[config.mk]
export PLATFORM = sky130hd
export DESIGN_NAME = cheshire_boot_seq
export DESIGN_NICKNAME = d
export VERILOG_FILES = /design/src/rtl/cheshire_boot_seq.sv
export SDC_FILE = /design/constraint.sdc
export NUM_CORES = 1
export LEC_CHECK = 0
export ABC_AREA = 1
export CAP_MARGIN = 5
export CORE_ASPECT_RATIO = 1.5
export CORE_MARGIN = 5
export CORE_UTILIZATION = 46
export CTS_BUF_LIST = sky130_fd_sc_hd__clkbuf_8
export DETAILED_ROUTE_END_ITERATION = 12
export HOLD_SLACK_MARGIN = 0.06
export PLACE_DENSITY = 0.82
export SETUP_SLACK_MARGIN = 0.02
export SLEW_MARGIN = 0
export SYNTH_ARGS = -nofsm -noshare
export SYNTH_HDL_FRONTEND = slang
export SYNTH_SLANG_ARGS = --single-unit
[constraint.sdc]
create_clock -name clk_i -period 4.82 [get_ports clk_i]
set_input_delay 0.964 -clock clk_i [delete_from_list [all_inputs] [get_ports clk_i]]
set_output_delay 0.964 -clock clk_i [all_outputs]
set_load 0.01 [all_outputs]
[src/rtl/cheshire_boot_seq.sv]
//------------------------------------------------------------------------------
// cheshire_boot_seq
//
// Purpose:
//   Sequences a single boot run of a Cheshire SoC. On start it holds the SoC
//   in reset for RstCycles cycles with the requested boot mode applied. It
//   then releases reset and counts run cycles until the SoC writes a
//   completion value into its end-of-computation scratch register. If no
//   completion arrives within TimeoutCycles run cycles, the run is forced to
//   finish and flagged as a timeout. Every output comes from a register.
//
// Parameters:
//   RstCycles       cycles the SoC reset is held after a start (1..255)
//   TimeoutCycles   maximum number of run cycles before a forced finish (>= 2)
//
// Ports:
//   clk_i            single clock
//   rst_i            asynchronous, active-high reset
//   start_i          request a boot run (honoured in IDLE and DONE)
//   abort_i          cancel the current run (honoured in RESET and RUN)
//   boot_mode_i      boot mode, latched when a start is accepted
//   eoc_valid_i      end-of-computation write strobe from the SoC
//   eoc_data_i       scratch value: bit 0 = done flag, bits 31:1 = exit code
//   soc_rst_no       active-low reset to the SoC
//   soc_boot_mode_o  boot mode driven to the SoC
//   soc_test_mode_o  test mode to the SoC, tied low
//   busy_o           high while in RESET or RUN
//   done_o           high while in DONE
//   timeout_o        the last run ended by timeout
//   exit_code_o      result of the last run
//   cycles_o         run-phase cycle count
//------------------------------------------------------------------------------
module cheshire_boot_seq #(
    parameter int unsigned RstCycles     = 16,
    parameter int unsigned TimeoutCycles = 32'd1_000_000
) (
    input  logic        clk_i,
    input  logic        rst_i,
    input  logic        start_i,
    input  logic        abort_i,
    input  logic [1:0]  boot_mode_i,
    input  logic        eoc_valid_i,
    input  logic [31:0] eoc_data_i,
    output logic        soc_rst_no,
    output logic [1:0]  soc_boot_mode_o,
    output logic        soc_test_mode_o,
    output logic        busy_o,
    output logic        done_o,
    output logic        timeout_o,
    output logic [31:0] exit_code_o,
    output logic [31:0] cycles_o
);

    typedef enum logic [1:0] {
        IDLE,
        RESET,
        RUN,
        DONE
    } state_t;

    // Terminal counter values for the reset hold and for the run timeout.
    localparam logic [31:0] RstLast     = 32'(RstCycles - 1);
    localparam logic [31:0] TimeoutLast = 32'(TimeoutCycles - 1);

    state_t      r_state;
    logic [31:0] r_cnt;
    logic        r_socRstN;
    logic [1:0]  r_bootMode;
    logic        r_busy;
    logic        r_done;
    logic        r_timeout;
    logic [31:0] r_exitCode;
    logic [31:0] r_cycles;

    // A completion write only counts when the SoC sets its done flag.
    logic w_eocDone;
    assign w_eocDone = eoc_valid_i & eoc_data_i[0];

    assign soc_rst_no      = r_socRstN;
    assign soc_boot_mode_o = r_bootMode;
    assign soc_test_mode_o = 1'b0;
    assign busy_o          = r_busy;
    assign done_o          = r_done;
    assign timeout_o       = r_timeout;
    assign exit_code_o     = r_exitCode;
    assign cycles_o        = r_cycles;

    // Boot sequencer. State and all outputs are updated together so that the
    // outputs always describe the state being entered. Abort is checked
    // first in RESET and RUN so it overrides start, completion and timeout.
    // In RUN, cycles_o shadows the counter; on the finishing cycle neither
    // advances, so cycles_o keeps the index of the run cycle that ended it.
    always_ff @(posedge clk_i or posedge rst_i) begin
        if (rst_i) begin
            r_state    <= IDLE;
            r_cnt      <= '0;
            r_socRstN  <= 1'b0;
            r_bootMode <= 2'b00;
            r_busy     <= 1'b0;
            r_done     <= 1'b0;
            r_timeout  <= 1'b0;
            r_exitCode <= '0;
            r_cycles   <= '0;
        end else begin
            case (r_state)
                IDLE, DONE: begin
                    if (start_i) begin
                        r_state    <= RESET;
                        r_cnt      <= '0;
                        r_socRstN  <= 1'b0;
                        r_bootMode <= boot_mode_i;
                        r_busy     <= 1'b1;
                        r_done     <= 1'b0;
                        r_timeout  <= 1'b0;
                        r_exitCode <= '0;
                        r_cycles   <= '0;
                    end
                end

                RESET: begin
                    if (abort_i) begin
                        r_state   <= IDLE;
                        r_socRstN <= 1'b0;
                        r_busy    <= 1'b0;
                    end else if (r_cnt == RstLast) begin
                        r_state   <= RUN;
                        r_cnt     <= '0;
                        r_socRstN <= 1'b1;
                    end else begin
                        r_cnt <= r_cnt + 32'd1;
                    end
                end

                RUN: begin
                    if (abort_i) begin
                        r_state   <= IDLE;
                        r_socRstN <= 1'b0;
                        r_busy    <= 1'b0;
                    end else if (w_eocDone) begin
                        r_state    <= DONE;
                        r_busy     <= 1'b0;
                        r_done     <= 1'b1;
                        r_timeout  <= 1'b0;
                        r_exitCode <= {1'b0, eoc_data_i[31:1]};
                    end else if (r_cnt == TimeoutLast) begin
                        r_state    <= DONE;
                        r_busy     <= 1'b0;
                        r_done     <= 1'b1;
                        r_timeout  <= 1'b1;
                        r_exitCode <= 32'hFFFF_FFFF;
                    end else begin
                        r_cnt    <= r_cnt + 32'd1;
                        r_cycles <= r_cnt + 32'd1;
                    end
                end

                default: begin
                    r_state   <= IDLE;
                    r_socRstN <= 1'b0;
                    r_busy    <= 1'b0;
                    r_done    <= 1'b0;
                end
            endcase
        end
    end

endmodule

==> metrics.txt <==
status=completed; first-pass GRT wire length=23,100 um; Seq/Total Area, Yosys=46.5%; Hold Path Class=reg -> reg; die area=0.0144 mm^2; HPWL after detailed placement=10,000 um; top cells by area, synth=dfrtp_1 46%, nand2_1 17%, nand3_1 5.3%; YS warnings=0; Final GP Congestion=0.957; most numerous cell in the Yosys netlist=nand2_1; drc violations=0; Worst Path Max Fanout=34; Post-synth top flop=dfrtp_1; WL/cell=14.3 um; Worst Clk Skew=0.0108 ns; Die W=99.6 um; clock network fraction of total power=20.8%; synthesized net count=758; #FFs+latches synth=103; Hold Violations, Final=0; vias per cell=4.95; Worst setup EP type=flip-flop; Final Setup Violations=0; post-synth top area cell=dfrtp_1; Worst slew margin=27.9%; crit path DAT=3.48 ns; largest net degree at the start of global routing=79; antenna cells=0; fraction of layout cells with a size suffix above 1=9.88%; Clk Latency, worst-skew pair=0.37 ns; Post CTS Setup Buffer Count=0; final core occ=57.8%; PnR Total Power=3.21 mW; maximum vdd ir drop=0.317 mV; Max Root-Sink Buffers=2; core outline area=0.0119 mm^2; post-synth cell types=33; Cell Pwr Density=466 mW/mm^2; Routed Antenna Nets=0; # rows=49; CTS Sinks=103; number of global-route vias before repair=4,744; RSZ-0062 raised after global routing=no; startpoint types=primary input; area of the mapped netlist=0.00555 mm^2; Crit Path Class=in -> reg; top cell type's share of synthesized area=46.5%; CTS Hold Bufs=0; final net count=848; crit path time final=3.18 ns; required time of the critical path=5.12 ns; CTS tree=built; I/O pins=110; Hold Path Cell Cnt=2; initial drt markers=250; switch share=41.6%; Pleak=3.24 nW; cell-internal power=1.87 mW; setup TNS=0 ns; Mapped Avg Cell Area=7.76 um^2; Overflow after GRT=0; Reg power frac=34.6%; switching pwr=1.33 mW; Tot GR Track Use=20.0%; Clock Root Buffer=clkbuf_8; Slew Limit Fails=0; Max Freq=0.315 GHz; EDFF count, synth=0; Least-Margin Pin Slew=1.08 ns; initial antenna violation count=0; most frequent cells after synthesis=257 x nand2_1, 103 x dfrtp_1, 59 x nand3_1; drt pass-1 iters=4; placed cell area=0.00662 mm^2; WHS=0.477 ns; CTS clock-pin slew for the worst setup and hold paths=0.10 ns; Max Cap Viol=0; final std cell area, no fill=0.00688 mm^2; DR vias=4,767; htree depth=3; drt total wl=13,800 um; R2R cell count=10; ys async rst share=100%; fin crit share=65.9%; initial core utilization=46.6%; Syn-to-layout area delta=24.1%; Num CTS Buffers=9; post-cts sizing count=0; gate count of the mapped netlist=715; I/O Buffers=108; overall die height=144 um; Comb power frac=44.6%
==> registers in the layout, indices dropped and copies added, names as in the netlist <==
name and cells:
timeout_o 1, r_state 2, soc_boot_mode_o 2, soc_rst_no 1, busy_o 1, r_cnt 32
done_o 1, cycles_o 32, exit_code_o 31
==> final timing paths <==
check	start	slack, ns	end
max	eoc_data_i[0]	1.64	r_cnt[12]
min	cycles_o[3]	0.48	cycles_o[3]
max reg2reg	r_state[0]	1.88	r_cnt[12]
min reg2reg	cycles_o[3]	0.48	cycles_o[3]
max in group asynchronous	rst_i	2.88	r_cnt[25]
min in group asynchronous	rst_i	1.14	cycles_o[6]
==> per-layer routing <==
metal	part of all wire (%)	GRT usage, %
met2	52	36.0
met5	0	0
met3	4.3	2.22
met4	2.2	9.06
met1	41	23.8
==> cell usage in the layout (no fill, tap or decap), types with 2 or more instances in the layout <==
| cell type | Yosys | routed |
|---|---|---|
| bufinv_16 | 0 | 3 |
| dfrtp_1 | 103 | 103 |
| nor2_4 | 5 | 5 |
| a21oi_1 | 3 | 3 |
| buf_4 | 7 | 4 |
| ha_1 | 4 | 4 |
| nor3_1 | 4 | 4 |
| xnor2_1 | 3 | 3 |
| inv_2 | 2 | 2 |
| o21ai_1 | 9 | 9 |
| clkdlybuf4s50_1 | 0 | 108 |
| o21ai_2 | 23 | 23 |
| clkbuf_8 | 0 | 11 |
| mux2_2 | 2 | 2 |
| nand2_2 | 21 | 21 |
| nand3_1 | 59 | 59 |
| inv_1 | 52 | 51 |
| nand4_1 | 6 | 6 |
| xor2_1 | 16 | 16 |
| nand2_4 | 2 | 2 |
| nor2_1 | 58 | 58 |
| nand2_1 | 257 | 257 |
| nand3_2 | 2 | 2 |
| o21ai_0 | 44 | 44 |
==> critical path: stages <==
cell	delay, ns
clkdlybuf4s50_1	0.43
nand2_1	0.08
buf_4	0.28
nor2_1	0.07
inv_1	0.08
o21ai_0	0.08
nor2_1	0.12
nand2_2	0.39
nor2_4	0.72
nand3_1	0.14
nand2_1	0.12
==> power groups by stage <==
| stage | registers [mW] | clock network, mW | logic (mW) |
|---|---|---|---|
| 6_report | 1.11 | 0.667 | 1.43 |
| 5_1_grt | 1.13 | 0.728 | 1.57 |
| 4_1_cts | 1.11 | 0.691 | 1.45 |
| 3_5_place_dp | 1.12 | 0 | 1.45 |
| 3_3_place_gp | 1.12 | 0 | 1.44 |
| 2_1_floorplan | 1.18 | 0 | 1.10 |
==> kinds of logic (layout without fill, tap and decap cells) <==
group	Yosys count	in the layout	share of synthesized area [%]
compound gates	80	80	8.98
xor+xnor	19	19	3.00
fa+ha+maj	4	4	0.903
buf+inv	87	182	7.74
flops	103	103	46.5
mux	2	2	0.406
other cells	1	1	0.0676
simple gates	419	419	32.4
==> per-stage QoR <==
step | cells | setup WS [ns]
after global placement | 947 | 1.33
after CTS | 963 | 1.66
after global routing | 963 | 1.33
after floorplan | 715 | 1.15
final | 963 | 1.64
after detailed placement | 947 | 1.25
==> cell type report <==
cell class	count	area (um^2)
Timing Repair Buffer	112	1110
Multi-Input combinational cell	525	2540
Sequential cell	103	2580
Tap cell	153	191
Clock buffer	11	151
Fill cell	1110	5010
Inverter	54	205
Clock inverter	5	104
Power figures use the tool's default switching activity.
